==> config.mk <==
export PLATFORM = sky130hd
export DESIGN_NAME = timer_core_flat
export DESIGN_NICKNAME = d
export VERILOG_FILES = /design/src/rtl/timer_core_if.sv /design/src/rtl/timer_core.sv /design/src/flat_wrapper.sv
export SDC_FILE = /design/constraint.sdc
export NUM_CORES = 1
export LEC_CHECK = 0
export ABC_CLOCK_PERIOD_IN_PS = 2200
export CAP_MARGIN = 20
export CORE_AREA = 5 5 82 84
export CTS_CLUSTER_DIAMETER = 120
export DETAILED_ROUTE_END_ITERATION = 16
export DIE_AREA = 0 0 87 89
export PLACE_DENSITY = 0.74
export SLEW_MARGIN = 40
export SYNTH_ARGS = -nofsm -noshare
export SYNTH_HDL_FRONTEND = slang
export SYNTH_SLANG_ARGS = --single-unit
export TNS_END_PERCENT = 50
==> constraint.sdc <==
create_clock -name clk -period 2.2 [get_ports clk]
set_input_delay 0.44 -clock clk [delete_from_list [all_inputs] [get_ports clk]]
set_output_delay 0.44 -clock clk [all_outputs]
set_load 0.02 [all_outputs]
==> src/rtl/timer_core_if.sv <==
// Bus-side bundle for timer_core: the control strobes and configuration coming from
// the register block, plus the timer status going to the interrupt controller.
interface timer_core_if #(
  parameter int WIDTH     = 16,
  parameter int PRE_WIDTH = 8
);
  logic                 en;
  logic                 mode;
  logic                 load;
  logic [WIDTH-1:0]     load_val;
  logic [PRE_WIDTH-1:0] prescale;
  logic                 irq_clr;
  logic [WIDTH-1:0]     count;
  logic                 tick;
  logic                 irq;
  logic                 running;

  modport master (
    output en, mode, load, load_val, prescale, irq_clr,
    input  count, tick, irq, running
  );

  modport slave (
    input  en, mode, load, load_val, prescale, irq_clr,
    output count, tick, irq, running
  );
endinterface

==> src/rtl/timer_core.sv <==
// Programmable down-counting timer with prescaler, one-shot/periodic reload and a
// sticky interrupt flag. All outputs are registered.
module timer_core #(
  parameter int WIDTH     = 16,
  parameter int PRE_WIDTH = 8
) (
  input  logic         clk,
  input  logic         clr_b,
  timer_core_if.slave  bus
);

  typedef enum logic [1:0] {
    IDLE = 2'd0,
    RUN  = 2'd1,
    DONE = 2'd2
  } state_t;

  state_t               state_q;
  logic [PRE_WIDTH-1:0] pre_q;
  logic [PRE_WIDTH-1:0] pre_d;
  logic [WIDTH-1:0]     count_q;
  logic [WIDTH-1:0]     count_d;
  logic [WIDTH-1:0]     reload_q;
  logic                 tick_q;
  logic                 irq_q;
  logic                 running_q;
  logic                 dec_hit;
  logic                 expiring;

  // ">=" rather than "==" so a prescale lowered mid-period cannot let pre_q run past it.
  assign dec_hit  = (pre_q >= bus.prescale);
  assign expiring = (count_q <= WIDTH'(1));
  assign pre_d    = pre_q + PRE_WIDTH'(1);
  assign count_d  = count_q - WIDTH'(1);

  always_ff @(posedge clk or negedge clr_b) begin
    if (!clr_b) begin
      state_q   <= IDLE;
      pre_q     <= '0;
      count_q   <= '0;
      reload_q  <= '0;
      tick_q    <= 1'b0;
      irq_q     <= 1'b0;
      running_q <= 1'b0;
    end else begin
      tick_q <= 1'b0;

      if (bus.irq_clr) begin
        irq_q <= 1'b0;
        if (state_q == DONE) begin
          state_q   <= IDLE;
          running_q <= 1'b0;
        end
      end

      // Later assignments win: load overrides a decrement, expiry overrides irq_clr.
      if (bus.load) begin
        reload_q <= bus.load_val;
        count_q  <= bus.load_val;
        pre_q    <= '0;
        if (bus.load_val != '0) begin
          state_q   <= RUN;
          running_q <= 1'b1;
        end else begin
          state_q   <= IDLE;
          running_q <= 1'b0;
        end
      end else if ((state_q == RUN) && bus.en) begin
        if (dec_hit) begin
          pre_q  <= '0;
          tick_q <= 1'b1;
          if (!expiring) begin
            count_q <= count_d;
          end else begin
            irq_q <= 1'b1;
            if (bus.mode) begin
              count_q <= reload_q;
            end else begin
              count_q   <= '0;
              state_q   <= DONE;
              running_q <= 1'b0;
            end
          end
        end else begin
          pre_q <= pre_d;
        end
      end
    end
  end

  assign bus.count   = count_q;
  assign bus.tick    = tick_q;
  assign bus.irq     = irq_q;
  assign bus.running = running_q;

endmodule

==> src/flat_wrapper.sv <==
// flat-port wrapper written by rule: the top's interface ports become plain ports
module timer_core_flat 
#(
  parameter int WIDTH     = 16,
  parameter int PRE_WIDTH = 8
)
  (clk, clr_b, bus_en, bus_mode, bus_load, bus_load_val, bus_prescale, bus_irq_clr, bus_count, bus_tick, bus_irq, bus_running);
  timer_core_if #(.WIDTH(WIDTH), .PRE_WIDTH(PRE_WIDTH)) bus_i ();
  input  logic clk;
  input  logic clr_b;
  input wire logic [$bits(bus_i.en)-1:0] bus_en;
  input wire logic [$bits(bus_i.mode)-1:0] bus_mode;
  input wire logic [$bits(bus_i.load)-1:0] bus_load;
  input wire logic [$bits(bus_i.load_val)-1:0] bus_load_val;
  input wire logic [$bits(bus_i.prescale)-1:0] bus_prescale;
  input wire logic [$bits(bus_i.irq_clr)-1:0] bus_irq_clr;
  output wire logic [$bits(bus_i.count)-1:0] bus_count;
  output wire logic [$bits(bus_i.tick)-1:0] bus_tick;
  output wire logic [$bits(bus_i.irq)-1:0] bus_irq;
  output wire logic [$bits(bus_i.running)-1:0] bus_running;
  assign bus_i.en = bus_en;
  assign bus_i.mode = bus_mode;
  assign bus_i.load = bus_load;
  assign bus_i.load_val = bus_load_val;
  assign bus_i.prescale = bus_prescale;
  assign bus_i.irq_clr = bus_irq_clr;
  assign bus_count = bus_i.count;
  assign bus_tick = bus_i.tick;
  assign bus_irq = bus_i.irq;
  assign bus_running = bus_i.running;
  timer_core #(.WIDTH(WIDTH), .PRE_WIDTH(PRE_WIDTH)) u_core (.clk(clk), .clr_b(clr_b), .bus(bus_i));
endmodule
==> results.yml <==
cells_and_area:
  drive_above_1_share: 0.2560
  final_area_sq_um: 3786
  final_common_cell: "dfrtp_1"
  area_delta_synth_final_pct: 40.81
  final_core_util: 0.6471
  final_nets: 415
  mostFrequentLayoutCells: "dfrtp_1, clkdlybuf4s50_1, buf_4"
  antennaDiodeCount: 0
setup_path:
  crit_fanout: 5
  required_ns: 2.40
  critPathCaptureType: "flip-flop"
  crit_slowest_cell: "dfrtp_1"
  path_class: "reg -> reg"
  worstPathCellList: "ha_4 -> and4_1 -> o21ai_1 -> o211ai_1 -> nand2_1 -> buf_6 -> o211a_1 -> a221o_1"
  critical_path_arrival_ns: 2.43
  critPathMaxStageDelay_ns: 0.43
  start_kind: "flip-flop"
pwr:
  ir_drop_uv: 422.5
  p_leak_nw: 1.622
  p_per_area_nw_per_um2: 515.1
  p_total_w: 0.001950
floorplan:
  io_pins: 49
  initial_utilization: 0.4596
  dieArea_sq_um: 7743
  core_area_sq_um: 5851
  die_w_um: 87
  die_y_um: 89
  rows: 28
clocking:
  cts_max_level: 2
  root_buffer: "clkbuf_8"
  cts_sinks: 45
  holdBufCountCts: 0
  cts_tree: "built"
  clockBufferDepth: 2
  clk_pin_slew_ns: 0.09
  clk_latency_ns: 0.30
  cts_buffers: 5
synthesis:
  synth_cell_types: 51
  yosysTopAreaCellShare: 0.4188
  synth_edf_count: 0
  synth_compound_area_frac: 0.1740
  synth_fa_ha_area_frac: 0.05119
  yosys-mux-area-fraction: 0.04374
  synthCells: 296
  yosys.area_share.simple: 0.2206
  yosys.area_share.xor_xnor: 0.02932
  yosys-top-cells-area: "dfrtp_1, ha_1, o21ai_0"
  async_reset_ff_frac: 1.000
  synth_flop_cell: "dfrtp_1"
  synth_top_area_cell: "dfrtp_1"
  syn_nets: 337
  synth_area_sq_um: 2689
  syn_avg_cell_area_sq_um: 9.084
  yosysWarnings: 0
  synth_top_family_by_area: "simple AND/OR/NAND/NOR gates"
  ys_seq_elements: 45
  ys_seq_area_frac: 0.4188
drt:
  dr_total_vias: 2550
  first_pass_iters: 4
  drt_iter0_markers: 243
  post_drt_wl_per_cell_um: 16.61
  detail_route.vias_per_cell: 5.667
  ant_nets: 0
  routed_wl_mm: 7.474
  route.detailed.drc: 0
timing:
  fmax_mhz: 448.0
  setup_ws_ns: -0.03208
  finalCritPeriodShare: 1.015
  setup_viol_count_final: 3
  rsz0062_at_grt: "true"
  drv_slew: 0
  tightest_slew_ns: 0.5843
  clock_skew_ns: 0.004506
  relSlewSlack: 0.6105
  timing.final.hold_violations: 0
  period_minus_slack_ns: 2.232
global_route:
  grt_max_degree: 46
  grt_pass1_vias: 2533
  overflow: 0
  grt_pass1_wl_mm: 12.30
  gr-usage-all-layers: 0.2035
  antenna_found_initial: 0
placed_design:
  portBuffers: 48
  routabilityCongestion: 0.8674
  post_dp_cell_area_sq_um: 3472
  dp_hpwl_mm: 5.387
outcome:
  failed_checks: "setup timing"
  status: "complete, but fails checks"
worst_hold_path:
  hp-class: "in -> async"
job:
  cap_violations: 0
## worst max-delay path, delay by kind of cell, from the launching register on
| kind | cells | cell delay [ns] |
|---|---|---|
| buffers and inverters | 1 | 0.18 |
| flip-flops | 1 | 0.43 |
| AO/OA/AOI/OAI | 4 | 0.87 |
| AND/OR/NAND/NOR | 2 | 0.37 |
| adder cells (fa/ha/maj) | 1 | 0.28 |
## through the flow
stage | setup TNS, ns | cells | hold slack, ns | setup slack, ns
floorplan | 0 | 296 | 0.1444 | 0.04805
global placement | -12.81 | 438 | 0.4838 | -0.5065
detailed placement | -16.54 | 438 | 0.4911 | -0.6575
CTS | -0.01475 | 449 | 0.2242 | -0.01475
global route | -1.564 | 450 | 0.2468 | -0.1514
finish | -0.04253 | 450 | 0.2132 | -0.03208
## cells in the mapped netlist (2+ instances only)
library cell  count
a21o_1            3
a21oi_1           9
a22o_1            4
a22oi_1           4
a311oi_1          4
a31oi_1           4
and2_1            2
and3_1            3
buf_2             7
buf_4             2
clkbuf_1          6
dfrtp_1          45
ha_1             11
inv_1            23
mux2_2            6
mux2i_1           5
nand2_1          24
nand2b_1          2
nand3_1           4
nand4_1           7
nor2_1           27
nor2_4            2
nor3_1           14
nor4_1           11
o21ai_0          22
o21ai_1           3
o31ai_1           5
o41ai_1           3
or2_2             2
or4_4             4
xnor2_1           5
xor2_1            4
## metal layers
layer | global-route usage | vias up | routed length (um)
li1 | - | 1222 | -
met1 | 0.2706 | 1235 | 3275
met2 | 0.3237 | 83 | 3617
met3 | 0.04885 | 10 | 488
met4 | 0.07507 | 0 | 93
met5 | 0 | - | 0
## worst paths after layout
kind                                                startpoint                                to  slack (ns)  cells past startpoint
worst min register to register  u_core.reload_q[9]$_DFFE_PN0P_    u_core.reload_q[9]$_DFFE_PN0P_        0.51                      1
worst min-delay path                                     clr_b    u_core.reload_q[2]$_DFFE_PN0P_        0.21                      2
worst max register to register     u_core.pre_q[5]$_DFFE_PN0P_  u_core.bus.count[14]$_DFFE_PN0P_       -0.03                      8
min in group clk                u_core.reload_q[9]$_DFFE_PN0P_    u_core.reload_q[9]$_DFFE_PN0P_        0.51                      1
worst max-delay path               u_core.pre_q[5]$_DFFE_PN0P_  u_core.bus.count[14]$_DFFE_PN0P_       -0.03                      8
max in group asynchronous                                clr_b       u_core.pre_q[3]$_DFFE_PN0P_        1.60                      2
## state kept, by name, summed over array words and instances (netlist names)
name	flops
u_core.bus.count	16
u_core.reload_q	16
u_core.pre_q	8
u_core.state_q	2
u_core.bus.irq	1
u_core.bus.running	1
u_core.bus.tick	1
## power by group
part | switching [W] | leakage [nW] | internal [W] | total, W
clock network | 0.000299 | 0.0364 | 0.000223 | 0.000522
logic | 0.000246 | 1.03 | 0.000241 | 0.000486
registers | 0.0000561 | 0.559 | 0.000886 | 0.000942
total | 0.000601 | 1.62 | 0.00135 | 0.00195
## timing repair
item,CTS,global route
endpoints found under the setup margin,29,23
resized for setup,29,22
setup buffers,2,1
gates cloned,1,0
pin swaps,21,11
## final cells by class
cell class / instances / area [sq um]
Clock buffer: 5 / 68.82
Clock inverter: 3 / 22.52
Fill cell: 484 / 2064
Inverter: 23 / 86.33
Multi-Input combinational cell: 211 / 1579
Sequential cell: 45 / 1126
Tap cell: 75 / 93.84
Timing Repair Buffer: 88 / 809.5
## cells by family after synthesis
family | count (synthesis)
buf+inv | 40
mux | 11
xor+xnor | 9
flops | 45
simple gates | 109
fa+ha+maj | 11
compound gates | 71
(Power assumes the default switching activity.)
